### src/rtl/mem_pkg.sv
// Shared definitions for the data-memory access path: size codes,
// arbiter FSM encoding and size helpers.
package mem_pkg;

    localparam logic [1:0] SIZE_WORD = 2'b00;
    localparam logic [1:0] SIZE_BYTE = 2'b01;
    localparam logic [1:0] SIZE_HALF = 2'b10;
    localparam logic [1:0] SIZE_ILL  = 2'b11;

    typedef enum logic [1:0] {
        ST_IDLE   = 2'd0,
        ST_ACCESS = 2'd1,
        ST_RESP   = 2'd2
    } state_t;

    // Number of bytes touched by an access; 0 for the illegal code.
    function automatic logic [2:0] size_bytes(input logic [1:0] size);
        case (size)
            SIZE_WORD: return 3'd4;
            SIZE_BYTE: return 3'd1;
            SIZE_HALF: return 3'd2;
            default:   return 3'd0;
        endcase
    endfunction

    // Zero-extension mask applied to RAM read data.
    function automatic logic [31:0] size_mask(input logic [1:0] size);
        case (size)
            SIZE_WORD: return 32'hFFFF_FFFF;
            SIZE_BYTE: return 32'h0000_00FF;
            SIZE_HALF: return 32'h0000_FFFF;
            default:   return 32'h0000_0000;
        endcase
    endfunction

endpackage

### src/rtl/mem_access_check.sv
// Combinational legality check for a data access: size code, natural
// alignment and range. Shared with the fetch path, so it has no state.
module mem_access_check
    import mem_pkg::*;
#(
    parameter int MEM_BYTES = 256
) (
    input  logic [31:0] addr,
    input  logic [1:0]  size,
    output logic        legal
);

    logic [32:0] end_addr;
    logic        aligned;

    // End address is formed in 33 bits so an address near 2^32 cannot wrap back into range.
    always_comb begin
        end_addr = {1'b0, addr} + {30'd0, size_bytes(size)};
        case (size)
            SIZE_WORD: aligned = (addr[1:0] == 2'b00);
            SIZE_HALF: aligned = ~addr[0];
            SIZE_BYTE: aligned = 1'b1;
            default:   aligned = 1'b0;
        endcase
        legal = aligned && (end_addr <= 33'(MEM_BYTES));
    end

endmodule

### src/rtl/data_mem_arbiter.sv
// Shares the single-port data RAM between the MEM stage (m0) and the
// loader/debug port (m1). One access at a time: IDLE -> ACCESS -> RESP,
// or IDLE -> RESP directly when the access is rejected.
//
// state     | meaning
// ----------+----------------------------------------------------------
// ST_IDLE   | waiting for a request; grant, latch command, check legality
// ST_ACCESS | single RAM cycle driven from registered mem_* outputs
// ST_RESP   | ack (and err/rdata) pulse to the granted master
module data_mem_arbiter
    import mem_pkg::*;
#(
    parameter int MEM_BYTES = 256,
    parameter bit RR_EN     = 1'b1
) (
    input  logic        clk,
    input  logic        reset_n,

    input  logic        m0_req,
    input  logic        m0_rw,
    input  logic [1:0]  m0_size,
    input  logic [31:0] m0_addr,
    input  logic [31:0] m0_wdata,
    output logic        m0_ack,
    output logic        m0_err,
    output logic [31:0] m0_rdata,

    input  logic        m1_req,
    input  logic        m1_rw,
    input  logic [1:0]  m1_size,
    input  logic [31:0] m1_addr,
    input  logic [31:0] m1_wdata,
    output logic        m1_ack,
    output logic        m1_err,
    output logic [31:0] m1_rdata,

    output logic        mem_enable,
    output logic        mem_rw,
    output logic [1:0]  mem_size,
    output logic [31:0] mem_addr,
    output logic [31:0] mem_wdata,
    input  logic [31:0] mem_rdata,

    output logic        busy
);

    state_t      state;
    logic        grant_q;
    logic        rr_last;
    logic        cmd_rw_q;
    logic [1:0]  cmd_size_q;

    logic        any_req;
    logic        sel;
    logic        sel_rw;
    logic [1:0]  sel_size;
    logic [31:0] sel_addr;
    logic [31:0] sel_wdata;
    logic        sel_legal;
    logic [31:0] read_data;

    // Grant decision and command mux for the master that would win this cycle.
    always_comb begin
        any_req = m0_req | m1_req;
        if (m0_req && m1_req) begin
            sel = RR_EN ? ~rr_last : 1'b0;
        end else begin
            sel = m1_req;
        end
        if (sel) begin
            sel_rw    = m1_rw;
            sel_size  = m1_size;
            sel_addr  = m1_addr;
            sel_wdata = m1_wdata;
        end else begin
            sel_rw    = m0_rw;
            sel_size  = m0_size;
            sel_addr  = m0_addr;
            sel_wdata = m0_wdata;
        end
    end

    mem_access_check #(
        .MEM_BYTES (MEM_BYTES)
    ) u_check (
        .addr  (sel_addr),
        .size  (sel_size),
        .legal (sel_legal)
    );

    // Read data is zero-extended to the access size; writes return zero.
    always_comb begin
        read_data = cmd_rw_q ? 32'h0 : (mem_rdata & size_mask(cmd_size_q));
    end

    // Arbiter FSM with registered outputs; outputs default to 0 and are set only in their cycle.
    always_ff @(posedge clk) begin
        if (!reset_n) begin
            state      <= ST_IDLE;
            grant_q    <= 1'b0;
            rr_last    <= 1'b1;
            cmd_rw_q   <= 1'b0;
            cmd_size_q <= 2'b00;
            busy       <= 1'b0;
            m0_ack     <= 1'b0;
            m0_err     <= 1'b0;
            m0_rdata   <= 32'h0;
            m1_ack     <= 1'b0;
            m1_err     <= 1'b0;
            m1_rdata   <= 32'h0;
            mem_enable <= 1'b0;
            mem_rw     <= 1'b0;
            mem_size   <= 2'b00;
            mem_addr   <= 32'h0;
            mem_wdata  <= 32'h0;
        end else begin
            m0_ack     <= 1'b0;
            m0_err     <= 1'b0;
            m0_rdata   <= 32'h0;
            m1_ack     <= 1'b0;
            m1_err     <= 1'b0;
            m1_rdata   <= 32'h0;
            mem_enable <= 1'b0;
            mem_rw     <= 1'b0;
            mem_size   <= 2'b00;
            mem_addr   <= 32'h0;
            mem_wdata  <= 32'h0;
            case (state)
                ST_IDLE: begin
                    if (any_req) begin
                        grant_q    <= sel;
                        cmd_rw_q   <= sel_rw;
                        cmd_size_q <= sel_size;
                        busy       <= 1'b1;
                        if (sel_legal) begin
                            state      <= ST_ACCESS;
                            mem_enable <= 1'b1;
                            mem_rw     <= sel_rw;
                            mem_size   <= sel_size;
                            mem_addr   <= sel_addr;
                            mem_wdata  <= sel_wdata;
                        end else begin
                            // Rejected: skip the RAM entirely and respond next cycle.
                            state <= ST_RESP;
                            if (sel) begin
                                m1_ack <= 1'b1;
                                m1_err <= 1'b1;
                            end else begin
                                m0_ack <= 1'b1;
                                m0_err <= 1'b1;
                            end
                        end
                    end
                end
                ST_ACCESS: begin
                    state <= ST_RESP;
                    if (grant_q) begin
                        m1_ack   <= 1'b1;
                        m1_rdata <= read_data;
                    end else begin
                        m0_ack   <= 1'b1;
                        m0_rdata <= read_data;
                    end
                end
                ST_RESP: begin
                    state   <= ST_IDLE;
                    busy    <= 1'b0;
                    rr_last <= grant_q;
                end
                default: begin
                    state <= ST_IDLE;
                    busy  <= 1'b0;
                end
            endcase
        end
    end

endmodule

### config.mk
export PLATFORM = sky130hd
export DESIGN_NAME = data_mem_arbiter
export DESIGN_NICKNAME = d
export VERILOG_FILES = /design/src/rtl/mem_pkg.sv /design/src/rtl/mem_access_check.sv /design/src/rtl/data_mem_arbiter.sv
export SDC_FILE = /design/constraint.sdc
export NUM_CORES = 1
export LEC_CHECK = 0
export CORE_UTILIZATION = 40
export CTS_CLUSTER_DIAMETER = 200
export DETAILED_ROUTE_END_ITERATION = 16
export PLACE_DENSITY = 0.8
export SLEW_MARGIN = 20
export SYNTH_ARGS = -nofsm -noshare
export SYNTH_HDL_FRONTEND = slang
export SYNTH_SLANG_ARGS = --single-unit
### constraint.sdc
create_clock -name clk -period 7.6 [get_ports clk]
set_input_delay 2.28 -clock clk [delete_from_list [all_inputs] [get_ports clk]]
set_output_delay 2.28 -clock clk [all_outputs]
set_load 0.05 [all_outputs]
==> results by group <==
Clock network
  – CTS root buf: clkbuf_16
  – Post-cts resize count: 0
  – Buffers inserted during post-CTS setup optimization: 0
  – Hold buffer count at cts: 0
  – Clock network latency to the later pin of the worst-skew pair: 0.42 ns
  – Number of levels the H-tree was split into: 4
  – TritonCTS clock tree: done
  – Number of clock buffers inserted by TritonCTS: 17
  – Clock sink count: 144
  – Clock input transition at the sequential cells of the worst setup and hold paths: 0.06 ns
  – CTS max path bufs: 2

Timing
  – Slew headroom: 37.1%
  – Fin crit share: 82.9%
  – Hold Violations, Final: 0
  – Min Hold Slack: 0.558 ns
  – Slack of the critical path: 1.30 ns
  – Count of final max-slew check failures: 0
  – Number of failing setup endpoints in the final timing report: 0
  – Setup repair after global routing missed its margin: false
  – Upper clock frequency limit: 159 MHz
  – Layout Skew: 0.00452 ns
  – Sum of negative setup slack: 0 ns
  – Minimum period implied by the final worst setup slack: 6.30 ns
  – Worst Tran Pin Value: 0.936 ns

GRT
  – Global Route Usage Sum: 25.5%
  – Antenna violations before repair: 0
  – Pin count of the biggest net entering global routing: 41
  – Vias in the first global route: 5497
  – Grt ovf: 0
  – Global-route wire length before repair: 30700 um

Worst setup path
  – Sort of element at the start of the critical path: primary input
  – CP top delay family: simple AND/OR/NAND/NOR gates
  – Cell-by-cell trace of the critical path: clkdlybuf4s50_1, a21boi_4, buf_4, nand2_1, nand2_1, ha_1, ha_1, o311ai_2, nor3_1, mux2_1, and4b_1, and4_4, nand3_4, buf_4, nor2_1
  – Maximum fanout along the worst path: 40
  – Arrival time worst endpoint: 6.60 ns
  – Start of the worst register-to-register path: rr_last
  – Startpoint of the most critical setup path: m0_req
  – Data required time at the worst endpoint: 7.90 ns
  – Endpoint type of the worst setup path: register
  – Buffers plus inverters on the worst setup path: 3
  – Crit Path Category: primary input to register
  – Highest-delay cell along the critical path: a21boi_4
  – Largest incremental delay on the critical path: 0.51 ns

Drt
  – Via count: 6042
  – Routed wire length on met3: 1500 um
  – Met2 routed wirelength: 10200 um
  – DRC violation total after the first TritonRoute iteration: 432
  – Average detailed-routed wire length per instance: 16.9 um
  – Antenna-violating nets left: 0
  – Max Used Layer: met4
  – DRC: 0
  – First-pass DRT Iterations: 5
  – Length of routed wiring on met1: 8080 um
  – Routed wire length: 20100 um
  – Vias per Instance: 5.08

Power
  – Int Pwr: 1.37 mW
  – Power density over the cells: 186 nW/um^2
  – Portion of total power attributed to sequential cells: 41.4%
  – Static leakage: 3.85 nW
  – Clock Power Share: 43.3%
  – Net switching fraction of the power: 26.4%
  – Proportion of power drawn by combinational gates: 15.3%
  – Psw: 0.492 mW
  – VDD IR max: 0.162 mV

Placed design
  – RD Place Congestion: 0.918
  – Port-buffer cells: 306
  – Post-place instance area: 9420 um^2
  – Worst Setup Slack post-DPL: 0.906 ns
  – Final HPWL from detailed placement: 15500 um

Logic synthesis
  – Total standard cell area after synthesis: 6130 um^2
  – Number of synthesized flops with an enable pin: 0
  – Cell accounting for the most synthesized area: dfxtp_1
  – Sequential area share after synthesis: 47.0%
  – Count of unique library cells instantiated by Yosys: 72
  – Synth Flop Type: dfxtp_1
  – Number of standard cells after synthesis: 666
  – Proportion of register bits with asynchronous set or reset after synthesis: 0%
  – Yosys synthesis warning count: 0
  – Share of the synthesized area in the top cell type: 47.0%
  – Leading post-synthesis cells by cell area: dfxtp_1 (47%), nand2_1 (7.0%), and2_1 (5.5%), a21oi_2 (4.9%), mux2i_1 (3.4%)
  – Number of storage elements in the synthesis netlist: 144
  – Post-synthesis average cell area: 9.21 um^2

Layout
  – Fraction of layout cells with a size suffix above 1: 9.45%
  – Total of fill cells in the finished design: 1146
  – Final core utilization: 67.9%
  – ANT cells: 0
  – Layout net count: 1165
  – Area added between synthesis and finish: 63.3%
  – Commonest cells after routing, fill and taps aside: clkdlybuf4s50_1 (306), dfxtp_1 (144), nand2_1 (114)
  – Commonest non-fill, non-tap cell in the layout: clkdlybuf4s50_1
  – Final std cell area, no fill: 10000 um^2

Die
  – Total Die Area: 15800 um^2
  – Die span in y: 126 um
  – I/O pin count: 307
  – Std cell rows: 44
  – Width of the die: 126 um
  – Area inside the core boundary: 14800 um^2
  – Starting utilization of the core area: 41.6%

Min path
  – Path class of the lowest-slack min-delay path: register to register
  – Source of the worst hold timing path: grant_q

Flow run
  – Max-cap viol count: 0

Status
  – Status: complete, no violations
[Yosys cell counts (3+ instances only)]
library cell	n
or3_1	4
nor2b_1	8
buf_6	8
buf_1	3
a211oi_1	4
nor4b_1	3
xnor2_1	13
nand2_1	114
clkbuf_1	11
nand3_1	26
and3_1	20
a21oi_1	15
or2_2	3
buf_2	4
and2_1	54
nor4_2	3
nor4_1	8
o22ai_1	6
o31ai_1	5
a21oi_2	34
mux2_2	3
nor2_1	38
ha_1	3
o21ai_0	13
o21a_1	3
nand3b_1	4
a31oi_1	4
xor2_1	5
o211a_1	3
nand4_1	9
mux2i_1	21
dfxtp_1	144
inv_1	5
nand2b_1	3
nor3_1	16
[state kept, by name (all words and copies together), names as in the netlist, 2 cells and up]
name and count:
cmd_size_q 2, m0_rdata 32, m1_rdata 32, mem_addr 32
mem_size 2, mem_wdata 32, state 2
[stage by stage]
stage	std cells	total power, mW
final	1189	1.87
after global routing	1189	1.94
after CTS	1189	1.88
after detailed placement	1157	1.07
after global placement	1157	1.07
after floorplan	688	0.925
[power by group through the flow]
stage | Clock, mW | Sequential (mW) | Combinational (mW)
floorplan | 0 | 0.817 | 0.108
global placement | 0 | 0.788 | 0.280
detailed placement | 0 | 0.789 | 0.280
CTS | 0.820 | 0.773 | 0.282
finish | 0.807 | 0.773 | 0.285
global route | 0.857 | 0.774 | 0.306
[cells by family (layout without fill, tap and decap cells)]
group / count (synthesis) / count (layout) / synth area share, %
compound gates: 118 / 118 / 15.1
xor+xnor: 18 / 18 / 2.57
fa+ha+maj: 3 / 3 / 0.612
buf+inv: 32 / 349 / 3.08
flops: 144 / 144 / 47.0
mux: 26 / 26 / 4.41
other cells: 1 / 23 / 0.0612
simple gates: 324 / 324 / 27.2
[final cells by class]
type,instances,area [um^2],area share (%)
Timing Repair Buffer,312,3110,31.0
Multi-Input combinational cell,512,3190,31.9
Sequential cell,144,2880,28.8
Clock inverter,14,146,1.46
Clock buffer,18,439,4.38
Tap cell,184,230,2.30
Inverter,5,18.8,0.187
[per-layer routing]
metal	track usage (%)	vias to the layer above
li1	-	2976
met5	0	-
met2	45.0	280
met1	30.2	2758
met4	7.23	0
met3	7.01	28
[path summary, 6_finish.rpt]
kind | end | slack, ns | cells after the start
min reg2reg | m1_ack | 0.56 | 2
max | mem_addr[3] | 1.30 | 15
max reg2reg | mem_addr[3] | 3.34 | 14
min | m1_ack | 0.56 | 2
[tightest hold or removal path, stage by stage (launching register included)]
cell	delay (ns)
dfxtp_1	0.36
nand2_1	0.07
a21boi_0	0.08
No activity file was read; power rests on OpenSTA's default activity.
